[config.mk]
export PLATFORM = sky130hd
export DESIGN_NAME = pipe_ctrl
export DESIGN_NICKNAME = d
export VERILOG_FILES = /design/src/rtl/cpu_pkg.sv /design/src/rtl/sat_cnt.sv /design/src/rtl/pipe_ctrl.sv
export SDC_FILE = /design/constraint.sdc
export NUM_CORES = 1
export LEC_CHECK = 0
export CORE_MARGIN = 2
export CORE_UTILIZATION = 45
export DETAILED_ROUTE_END_ITERATION = 16
export PLACE_DENSITY_LB_ADDON = 0.1
export SLEW_MARGIN = 15
export SYNTH_ARGS = -nofsm -noshare
export SYNTH_HDL_FRONTEND = slang
export SYNTH_SLANG_ARGS = --single-unit
[constraint.sdc]
create_clock -name clk -period 4.7 [get_ports clk]
set_input_delay 0.47 -clock clk [delete_from_list [all_inputs] [get_ports clk]]
set_output_delay 0.47 -clock clk [all_outputs]
set_load 0.01 [all_outputs]
[src/rtl/cpu_pkg.sv]
// Shared definitions for the 5-stage CPU control blocks.
package cpu_pkg;

    typedef enum logic [1:0] {
        RUN    = 2'd0,
        DRAIN  = 2'd1,
        HALTED = 2'd2
    } state_e;

    localparam int REG_W_DEF = 4;

endpackage

[src/rtl/sat_cnt.sv]
// Saturating up-counter with synchronous active-low reset; holds at all-ones.
module sat_cnt #(
    parameter int WIDTH = 16
) (
    input  logic             clk,
    input  logic             rst_n,
    input  logic             inc,
    output logic [WIDTH-1:0] q
);

    logic [WIDTH-1:0] q_d;
    logic [WIDTH-1:0] q_q;

    // Next count: increment unless already saturated.
    always_comb begin
        q_d = q_q;
        if (inc && (q_q != {WIDTH{1'b1}})) begin
            q_d = q_q + WIDTH'(1);
        end else begin
            q_d = q_q;
        end
    end

    // Count register.
    always_ff @(posedge clk) begin
        if (!rst_n) begin
            q_q <= {WIDTH{1'b0}};
        end else begin
            q_q <= q_d;
        end
    end

    assign q = q_q;

endmodule

[src/rtl/pipe_ctrl.sv]
// Pipeline sequencing controller: PC/stage enables, flushes, load-use bubbles,
// branch squash and HLT drain for the IF/ID/EX/MEM/WB pipe.
module pipe_ctrl
    import cpu_pkg::*;
#(
    parameter int CNT_W = 16,
    parameter int REG_W = REG_W_DEF
) (
    input  logic             clk,
    input  logic             rst_n,
    input  logic             memRd_EX,
    input  logic [REG_W-1:0] wrReg_EX,
    input  logic [REG_W-1:0] rdReg1_ID,
    input  logic [REG_W-1:0] rdReg2_ID,
    input  logic             use1_ID,
    input  logic             use2_ID,
    input  logic             hlt_ID,
    input  logic             brTaken_MEM,
    input  logic             mem_busy,
    output logic             pc_en,
    output logic             IF_ID_EN,
    output logic             ID_EX_EN,
    output logic             EX_MEM_EN,
    output logic             MEM_WB_EN,
    output logic             IF_ID_flush,
    output logic             ID_EX_flush,
    output logic             EX_MEM_flush,
    output logic             hlt,
    output logic [CNT_W-1:0] stall_cnt,
    output logic [CNT_W-1:0] flush_cnt
);

    state_e     state_d, state_q;
    logic [1:0] hpos_d, hpos_q;
    logic       hlt_d, hlt_q;
    logic       lu_s;
    logic       stall_inc_s;
    logic       flush_inc_s;

    assign lu_s = memRd_EX && (wrReg_EX != {REG_W{1'b0}}) &&
                  ((use1_ID && (rdReg1_ID == wrReg_EX)) ||
                   (use2_ID && (rdReg2_ID == wrReg_EX)));

    // Next-state and Mealy enable/flush decode.
    always_comb begin
        state_d      = state_q;
        hpos_d       = hpos_q;
        hlt_d        = hlt_q;
        pc_en        = 1'b0;
        IF_ID_EN     = 1'b0;
        ID_EX_EN     = 1'b0;
        EX_MEM_EN    = 1'b0;
        MEM_WB_EN    = 1'b0;
        IF_ID_flush  = 1'b0;
        ID_EX_flush  = 1'b0;
        EX_MEM_flush = 1'b0;
        stall_inc_s  = 1'b0;
        flush_inc_s  = 1'b0;
        if (!rst_n) begin
            state_d = RUN;
        end else begin
            case (state_q)
                RUN: begin
                    if (mem_busy) begin
                        state_d = RUN;
                    end else if (brTaken_MEM) begin
                        {pc_en, IF_ID_EN, ID_EX_EN, EX_MEM_EN, MEM_WB_EN} = 5'b11111;
                        {IF_ID_flush, ID_EX_flush, EX_MEM_flush}         = 3'b111;
                        flush_inc_s = 1'b1;
                    end else if (lu_s) begin
                        // Hold PC and IF/ID, inject one bubble into EX.
                        {ID_EX_EN, EX_MEM_EN, MEM_WB_EN} = 3'b111;
                        ID_EX_flush = 1'b1;
                        stall_inc_s = 1'b1;
                    end else begin
                        {pc_en, IF_ID_EN, ID_EX_EN, EX_MEM_EN, MEM_WB_EN} = 5'b11111;
                        if (hlt_ID) begin
                            state_d = DRAIN;
                            hpos_d  = 2'd0;
                        end else begin
                            state_d = RUN;
                        end
                    end
                end
                DRAIN: begin
                    if (mem_busy) begin
                        state_d = DRAIN;
                    end else if (brTaken_MEM && (hpos_q == 2'd0)) begin
                        // HLT sits behind a taken branch: squash it and resume.
                        {pc_en, IF_ID_EN, ID_EX_EN, EX_MEM_EN, MEM_WB_EN} = 5'b11111;
                        {IF_ID_flush, ID_EX_flush, EX_MEM_flush}         = 3'b111;
                        flush_inc_s = 1'b1;
                        state_d     = RUN;
                        hpos_d      = 2'd0;
                    end else begin
                        {IF_ID_EN, ID_EX_EN, EX_MEM_EN, MEM_WB_EN} = 4'b1111;
                        IF_ID_flush = 1'b1;
                        hpos_d      = hpos_q + 2'd1;
                        if (hpos_q == 2'd1) begin
                            state_d = HALTED;
                            hlt_d   = 1'b1;
                        end else begin
                            state_d = DRAIN;
                        end
                    end
                end
                HALTED: begin
                    hlt_d = 1'b1;
                end
                default: begin
                    state_d = RUN;
                    hpos_d  = 2'd0;
                    hlt_d   = 1'b0;
                end
            endcase
        end
    end

    // State, HLT position and halt flag registers.
    always_ff @(posedge clk) begin
        if (!rst_n) begin
            state_q <= RUN;
            hpos_q  <= 2'd0;
            hlt_q   <= 1'b0;
        end else begin
            state_q <= state_d;
            hpos_q  <= hpos_d;
            hlt_q   <= hlt_d;
        end
    end

    assign hlt = hlt_q;

    sat_cnt #(.WIDTH(CNT_W)) u_stall_cnt (
        .clk   (clk),
        .rst_n (rst_n),
        .inc   (stall_inc_s),
        .q     (stall_cnt)
    );

    sat_cnt #(.WIDTH(CNT_W)) u_flush_cnt (
        .clk   (clk),
        .rst_n (rst_n),
        .inc   (flush_inc_s),
        .q     (flush_cnt)
    );

endmodule

After elaboration in Yosys (flattened, before gate mapping)
Index checks and enable logic that the tools add are counted.
W data, S select, Z words.
{"block": "op_classes", "n_reduce_logical": 15, "bitwise_logic": 2, "n_eq_ne": 16, "n_addsub": 3, "mux": 46}
{"operator": "$add A16 B1 Y16 const B", "n": 2}
{"operator": "$ne A16 B16 Y1 const B", "n": 2}
{"operator": "$mux W1", "n": 26}
{"operator": "$mux W2", "n": 12}
{"operator": "$ne A2 B2 Y1 const B", "n": 7}
{"operator": "$pmux W2 S3", "n": 2}
{"operator": "$pmux W1 S2", "n": 5}
{"operator": "$eq A4 B4 Y1", "n": 2}
{"operator": "$logic_and A1 B1 Y1", "n": 7}
{"operator": "$ne A3 B3 Y1 const B", "n": 2}
{"operator": "$reduce_and A6 Y1", "n": 1}
{"operator": "$eq A2 B1 Y1 const B", "n": 2}
{"operator": "$logic_not A2 Y1", "n": 2}
{"operator": "$reduce_and A4 Y1", "n": 1}
{"operator": "$reduce_bool A4 Y1", "n": 1}
{"operator": "$pmux W1 S3", "n": 1}
{"operator": "$reduce_and A3 Y1", "n": 1}
{"operator": "$add A2 B1 Y2 const B", "n": 1}
{"operator": "$eq A2 B2 Y1 const B", "n": 1}
{"operator": "$not A1 Y1", "n": 2}
{"operator": "$reduce_or A2 Y1", "n": 1}
{"operator": "$logic_or A1 B1 Y1", "n": 1}
{"block": "word_totals", "elab_cells": 87, "input_bits": 20, "register_bits": 37}

Logic depth before layout (Yosys ltp)
Gate-level depths: netlist of run 1.
{"block": "depth", "depth_word": 10, "ltp_mapped": 10}

Cells and area by module
From an unflattened synthesis of run 1, not the netlist that was laid out.
{"block": "unflattened", "hier_cells": 277, "hier_area_um2": 2331.0}
{"module": "sat_cnt", "instances": 2, "area_each_um2": 837.1, "cells_each": 97}
{"module": "pipe_ctrl", "instances": 1, "area_each_um2": 656.9, "cells_each": 83}

Least setup slack after synthesis of run 1
No wires, ideal clock.
{"block": "synth_timing", "path_type": "input to output", "startpoint": "input wrReg_EX[0]", "endpoint": "output pc_en", "path_slack_ps": 2461, "arrival_time_ps": 1769, "cell_stages": 6, "required_time_ps": 4230, "cell_sequence": "o41a_1 -> nand3_1 -> nor4_2 -> or2_2 -> clkbuf_1 -> o21ai_0"}
{"block": "synth_between", "elab_chain_len": 9, "elab_cells_between_ends": 13}
{"item": "start: declaration", "line": "pipe_ctrl.sv:12", "text": "input logic [REG_W-1:0] wrReg_EX,"}
{"item": "$eq A4 B4 Y1, on equally long branches", "line": "pipe_ctrl.sv:41, pipe_ctrl.sv:42"}
{"item": "$logic_and A1 B1 Y1, on equally long branches", "line": "pipe_ctrl.sv:41, pipe_ctrl.sv:42"}
{"item": "$logic_or A1 B1 Y1", "line": "pipe_ctrl.sv:41", "text": "((use1_ID && (rdReg1_ID == wrReg_EX)) ||"}
{"item": "$logic_and A1 B1 Y1 *", "line": "pipe_ctrl.sv:40", "text": "assign lu_s = memRd_EX && (wrReg_EX != {REG_W{1'b0}}) &&"}
{"item": "$mux W1 *", "line": "pipe_ctrl.sv:70", "text": "end else if (lu_s) begin"}
{"item": "$mux W1 *", "line": "pipe_ctrl.sv:66", "text": "end else if (brTaken_MEM) begin"}
{"item": "$mux W1 *", "line": "pipe_ctrl.sv:64", "text": "if (mem_busy) begin"}
{"item": "$pmux W1 S2 *", "line": "pipe_ctrl.sv:62", "text": "case (state_q)"}
{"item": "$mux W1 *", "line": "pipe_ctrl.sv:59", "text": "if (!rst_n) begin"}
{"item": "end: declaration", "line": "pipe_ctrl.sv:20", "text": "output logic pc_en,"}
Every way passes the cells marked *; elsewhere a longest branch is shown, timed or not.

Worst setup path in the final report of run 1
Ends and elaborated chain as after synthesis.

==> results of run 1 <==
-- power breakdown --
group	internal, W	switching [W]
clock network	0.000102	0.000119
registers	0.000316	0.00000277
logic	0.0000422	0.0000464
-- state kept, by name, summed over array words and instances (netlist names) --
register       cells
hpos_q             2
u_stall_cnt.q     16
state_q            2
hlt                1
u_flush_cnt.q     16
-- per-stage QoR --
stage                     power [W]  hold slack (ns)
after floorplan           0.0003737           0.4496
after global placement    0.0004147           0.4647
after detailed placement  0.0004146           0.4765
after CTS                 0.0006342           0.4890
after global routing      0.0006532           0.5164
final                     0.0006286           0.4821
-- cell type report --
type	instances	area share [%]
Tap cell	54	2.354
Clock buffer	5	2.398
Inverter	14	1.831
Multi-Input combinational cell	204	45.82
Timing Repair Buffer	61	21.19
Sequential cell	37	25.81
Clock inverter	3	0.6103
-- worst register-to-register path, cell delays in order, from the launching register on --
cell	delay, ns
dfxtp_1	0.32
inv_1	0.10
ha_1	0.35
inv_1	0.14
nor3_2	0.34
nand3_1	0.36
or4_1	0.57
a21oi_1	0.15
-- worst max-delay path by stage --
stage | start | endpoint | slack (ns) | cells after the start
final | wrReg_EX[0] | pc_en | 1.55 | 7
after global routing | wrReg_EX[0] | pc_en | 1.43 | 7
after CTS | wrReg_EX[0] | pc_en | 1.55 | 7
after detailed placement | rst_n | EX_MEM_flush | 1.57 | 5
after global placement | wrReg_EX[0] | pc_en | 1.56 | 7
after floorplan | wrReg_EX[0] | pc_en | 2.46 | 6
-- synth_stat cells, drive strengths merged --
| cell | count |
|---|---|
| o211ai | 2 |
| o31a | 2 |
| nor4bb | 1 |
| clkbuf | 5 |
| or3 | 7 |
| o21ai | 16 |
| o31ai | 7 |
| a21o | 1 |
| a41o | 1 |
| nor4 | 7 |
| o2111ai | 2 |
| and3b | 1 |
| xnor2 | 7 |
| a2bb2oi | 1 |
| o21a | 3 |
| inv | 14 |
| o22ai | 1 |
| nor3 | 4 |
| or4 | 7 |
| and4 | 3 |
| and3 | 1 |
| nor2 | 24 |
| nor3b | 1 |
| nand3 | 14 |
| nor4b | 1 |
| a21oi | 21 |
| nor2b | 1 |
| nand4 | 9 |
| o41a | 1 |
| o311ai | 3 |
| xor2 | 12 |
| a311oi | 1 |
| buf | 6 |
| a211oi | 1 |
| mux2i | 3 |
| nand2 | 22 |
| or2 | 2 |
| ha | 7 |
| nand2b | 4 |
| dfxtp | 37 |
| o41ai | 3 |
-- logic make-up (layout without fill, tap and decap cells) --
family,count (synthesis),count (layout)
buf+inv,25,83
xor+xnor,19,19
mux,3,3
fa+ha+maj,7,7
compound gates,66,66
simple gates,109,109
flops,37,37
-- routing by layer --
metal / wire (um) / GRT usage [%]
met1: 2534 / 27.15
met2: 2287 / 29.93
met3: 221 / 3.429
met4: 86 / 8.081
met5: 0 / 0
-- cell usage in the layout, fill, tap and decap left out, types with 4 or more instances in the layout --
cell / Yosys / final
clkdlybuf4s50_1: 0 / 60
nand2_1: 22 / 22
xor2_1: 12 / 12
inv_1: 13 / 13
nor4_2: 4 / 4
clkbuf_8: 0 / 5
dfxtp_1: 37 / 37
xnor2_1: 7 / 7
or4_1: 7 / 7
or3_1: 7 / 7
a21oi_1: 21 / 21
nand3_1: 14 / 14
ha_1: 7 / 7
nand4_1: 9 / 9
o21ai_0: 16 / 16
o31ai_1: 7 / 7
nor2_1: 24 / 24
==> impl_metrics.ini, run 1 <==
[synthesis]
synth_mux_area_share_pct = 1.390
synth.net_count = 293
synth_top_family_by_area = simple AND/OR/NAND/NOR gates
yosys_warnings = 0
netlist_area_um2 = 2161
synth_xor_area_share_pct = 7.701
synth.distinct_cells = 47
synth_cells = 266
synth_compound_gate_area_share_pct = 19.57
seq_area_frac_synth_pct = 34.28
avgSynthCellArea_um2 = 8.123
synthAdderAreaFrac_pct = 4.053
ys_ff_latch = 37
synthSimpleGateAreaFrac_pct = 28.14
synthTopCellsByArea = dfxtp_1 (34%), a21oi_1 (4.9%), xor2_1 (4.9%)
yosys.area.top_type = dfxtp_1
synth_top_area_share_pct = 34.28

[drt]
vias_per_cell = 5.601
drt_iter0_markers = 84
drc = 0
wl_um = 5129
final_antenna_net_count = 0
first_pass_iters = 4
detail_route.wl_per_cell_um = 13.57
vias = 2117

[worst_hold_path]
worst_hold_path.num_cells = 2
hold_start = hpos_q[1]
holdCritPathClass = reg -> reg
holdPathEnd = hpos_q[1]

[timing]
fmax_mhz = 317.0
final.setup.tns_ns = 0
worst_slack_ns = 1.545
finalCritPeriodShare_pct = 67.12
grt_setup_unrepaired = no
period_minus_slack_ns = 3.155
tightest_slew_ns = 0.6905
slew_violations = 0
fin_skew_ns = 0.004261
finalSetupViolCount = 0
final_hold_viol_count = 0
max_slew_margin_pct = 53.58

[critical_path]
rrSetupSlack_ns = 2.30
start_kind = input port
cp_common_cell = clkdlybuf4s50_1
cp.arrival_ns = 2.68
cp_slowest_cell = clkdlybuf4s50_1
crit_path_end_kind = output port
rr_startpoint = state_q[0]
worstPathRequired_ns = 4.23
r2r_cells = 7
cp_top_family = buffers and inverters
critPathMaxFanout = 6
crit_chain = clkdlybuf4s50_1 -> o41a_1 -> nand3_1 -> nor4_2 -> or2_2 -> o21ai_0 -> clkdlybuf4s50_1
r2r_end = u_stall_cnt.q[10]
path_class = in -> out
critPathBufInv = 2
max_stage_delay_ns = 0.57

[layout]
fin_area_um2 = 2870
fin_nets = 350
final_cells = 378
multi_input_comb_area_um2 = 1315
diodes = 0
seq_area_um2 = 740.7
layout-drive-gt1-share_pct = 5.864
utilization_pct = 61.58
area_growth_pct = 32.83
nFillCells = 421

[placed_design]
place.gp.congestion = 0.8773
dp_cells = 370
placed_area_um2 = 2784
place_ws_ns = 1.567
hpwl_um = 3779
portBuffers = 60

[clocking]
clkTransAtPathRegs_ns = 0.07
cts.sinks = 37
ctsResizeCount = 0
h-tree-depth = 2
cts_tree = built
cts-root-buf = clkbuf_8
cts_buffers = 5
clk_latency_ns = 0.29
clockBufferDepth = 2
post_cts_buffers = 0
cts-hold-fix-buffers = 0

[global_route]
grt_max_degree = 30
gr-total-overflow = 0
grt_pass1_wl_um = 8466
antenna_found_initial = 0
grtUsageTotal_pct = 19.53
grt_pass1_vias = 1870

[outcome]
status = finished, final reports clean

[floorplanning]
dieArea_um2 = 5372
die_h_um = 73.30
core_region_area_um2 = 4661
start_util_pct = 46.36
num_rows = 25
die_x_um = 73.30
io_pins = 61

[run]
cap_violations = 0

[pwr]
p_leak_nw = 0.9352
cellPowerDensity_nw_per_um2 = 219.0
ir_drop_uv = 109.3
(Power assumes the default switching activity.)
==> run 2, diff against run 1 <==
CORE_UTILIZATION = 43   (was 45)
clock period = 2.55 ns   (was 4.7 ns; I/O delays follow)
==> impl_metrics.ini, run 2 (same netlist as run 1, synthesis figures left out) <==
[critical_path]
cp.arrival_ns = 2.13
crit_path_end_kind = output port
rrSetupSlack_ns = 0.48
path_class = in -> out
start_kind = input port
r2r_end = u_stall_cnt.q[14]
r2r_cells = 5
critPathMaxFanout = 4
crit_start = wrReg_EX[0]
worstPathRequired_ns = 2.30
rr_startpoint = u_stall_cnt.q[3]

[layout]
final_common_cell = clkdlybuf4s50_1
fin_nets = 364
final_cells = 404
utilization_pct = 63.06
layout-drive-gt1-share_pct = 9.496
area_growth_pct = 39.66
final_cell_mix = clkdlybuf4s50_1 (57), dfxtp_1 (37), nor2_1 (24)
diodes = 0

[floorplanning]
die_x_um = 74.89
core_region_area_um2 = 4786
num_rows = 25
start_util_pct = 45.15
die_h_um = 74.89
io_pins = 61
dieArea_um2 = 5609

[timing]
finalSetupViolCount = 0
tightest_slew_ns = 0.7285
final.setup.tns_ns = 0
max_slew_margin_pct = 51.03
period_minus_slack_ns = 2.385
fin_skew_ns = 0.006903
hold_ws_ns = 0.4750
fmax_mhz = 419.3
grt_setup_unrepaired = no
slew_violations = 0
finalCritPeriodShare_pct = 93.53
final_hold_viol_count = 0

[clocking]
cts_tree = built
h-tree-depth = 2
cts-hold-fix-buffers = 0
cts.sinks = 37
clockBufferDepth = 2
cts_buffers = 5
clkTransAtPathRegs_ns = 0.07
cts-root-buf = clkbuf_8
clk_latency_ns = 0.29
ctsResizeCount = 3
post_cts_buffers = 0

[placed_design]
hpwl_um = 3792
place.gp.congestion = 0.8957
portBuffers = 60
dp_cells = 397

[pwr]
ir_drop_uv = 255.8
p_leak_nw = 1.031
cellPowerDensity_nw_per_um2 = 416.4
p_total_w = 0.001257

[drt]
vias = 2165
vias_per_cell = 5.359
detail_route.wl_per_cell_um = 12.71
first_pass_iters = 4
drc = 0
wl_um = 5133
drt_iter0_markers = 132
final_antenna_net_count = 0

[global_route]
gr-total-overflow = 0
grtUsageTotal_pct = 19.37
grt_pass1_wl_um = 8487
grt_max_degree = 30
antenna_found_initial = 0
grt_pass1_vias = 1928

[worst_hold_path]
hold_start = hpos_q[1]
worst_hold_path.num_cells = 2
holdCritPathClass = reg -> reg
holdPathEnd = hpos_q[1]

[outcome]
status = finished, final reports clean

[run]
cap_violations = 0
-- run 2: cell types whose count changed in the layout (fill, tap and decap cells not counted), sizes merged --
cell	delta
bufinv	+1
dlygate4sd2	+3
clkinv	-1
clkdlybuf4s50	-3
clkinvlp	-1
buf	+14
-- run 2: how the worst max path moves through the flow --
| stage | slack (ns) | endpoint | cells after the start |
|---|---|---|---|
| global route | 0.09 | ID_EX_flush | 8 |
| CTS | 0.16 | ID_EX_flush | 8 |
| finish | 0.16 | ID_EX_flush | 8 |
| floorplan | 0.59 | u_stall_cnt.q[11] | 9 |
| detailed placement | -0.05 | pc_en | 7 |
| global placement | -0.02 | pc_en | 7 |
-- run 2: per-stage QoR --
step	worst slack [ns]	cell area [um^2]
4_1_cts	0.1644	3018
3_3_place_gp	-0.02296	2918
3_5_place_dp	-0.05227	2918
5_1_grt	0.09018	3018
6_report	0.1649	3018
2_1_floorplan	0.5868	2161
-- run 2: routing by layer --
| layer | vias up | wire length, um | track usage, % |
|---|---|---|---|
| met4 | 0 | 70 | 7.143 |
| met5 | - | 0 | 0 |
| li1 | 1119 | - | - |
| met1 | 993 | 2509 | 26.05 |
| met3 | 6 | 238 | 4.284 |
| met2 | 47 | 2314 | 30.51 |
-- run 2: critical path, stage by stage --
cell and delay, ns:
clkdlybuf4s50_1 0.42, o41a_1 0.44, nand3_1 0.12, nor4_2 0.05, or2_2 0.34, a2bb2oi_1 0.16
nor2_1 0.05, dlygate4sd2_1 0.28
-- run 2: cell type report --
type	count	area (um^2)
Multi-Input combinational cell	204	1315
Sequential cell	37	740.7
Timing Repair Buffer	75	721.9
Inverter	14	52.55
Fill cell	443	1768
Clock buffer	5	68.82
Tap cell	67	83.83
Clock inverter	2	35.03
-- run 2: power by group --
| part | total [W] | switching, W | leakage [nW] | internal [W] |
|---|---|---|---|---|
| clock network | 0.000493 | 0.000209 | 0.0540 | 0.000284 |
| logic | 0.000175 | 0.0000874 | 0.679 | 0.0000879 |
| registers | 0.000588 | 0.00000526 | 0.298 | 0.000583 |
| total | 0.00126 | 0.000301 | 1.03 | 0.000955 |
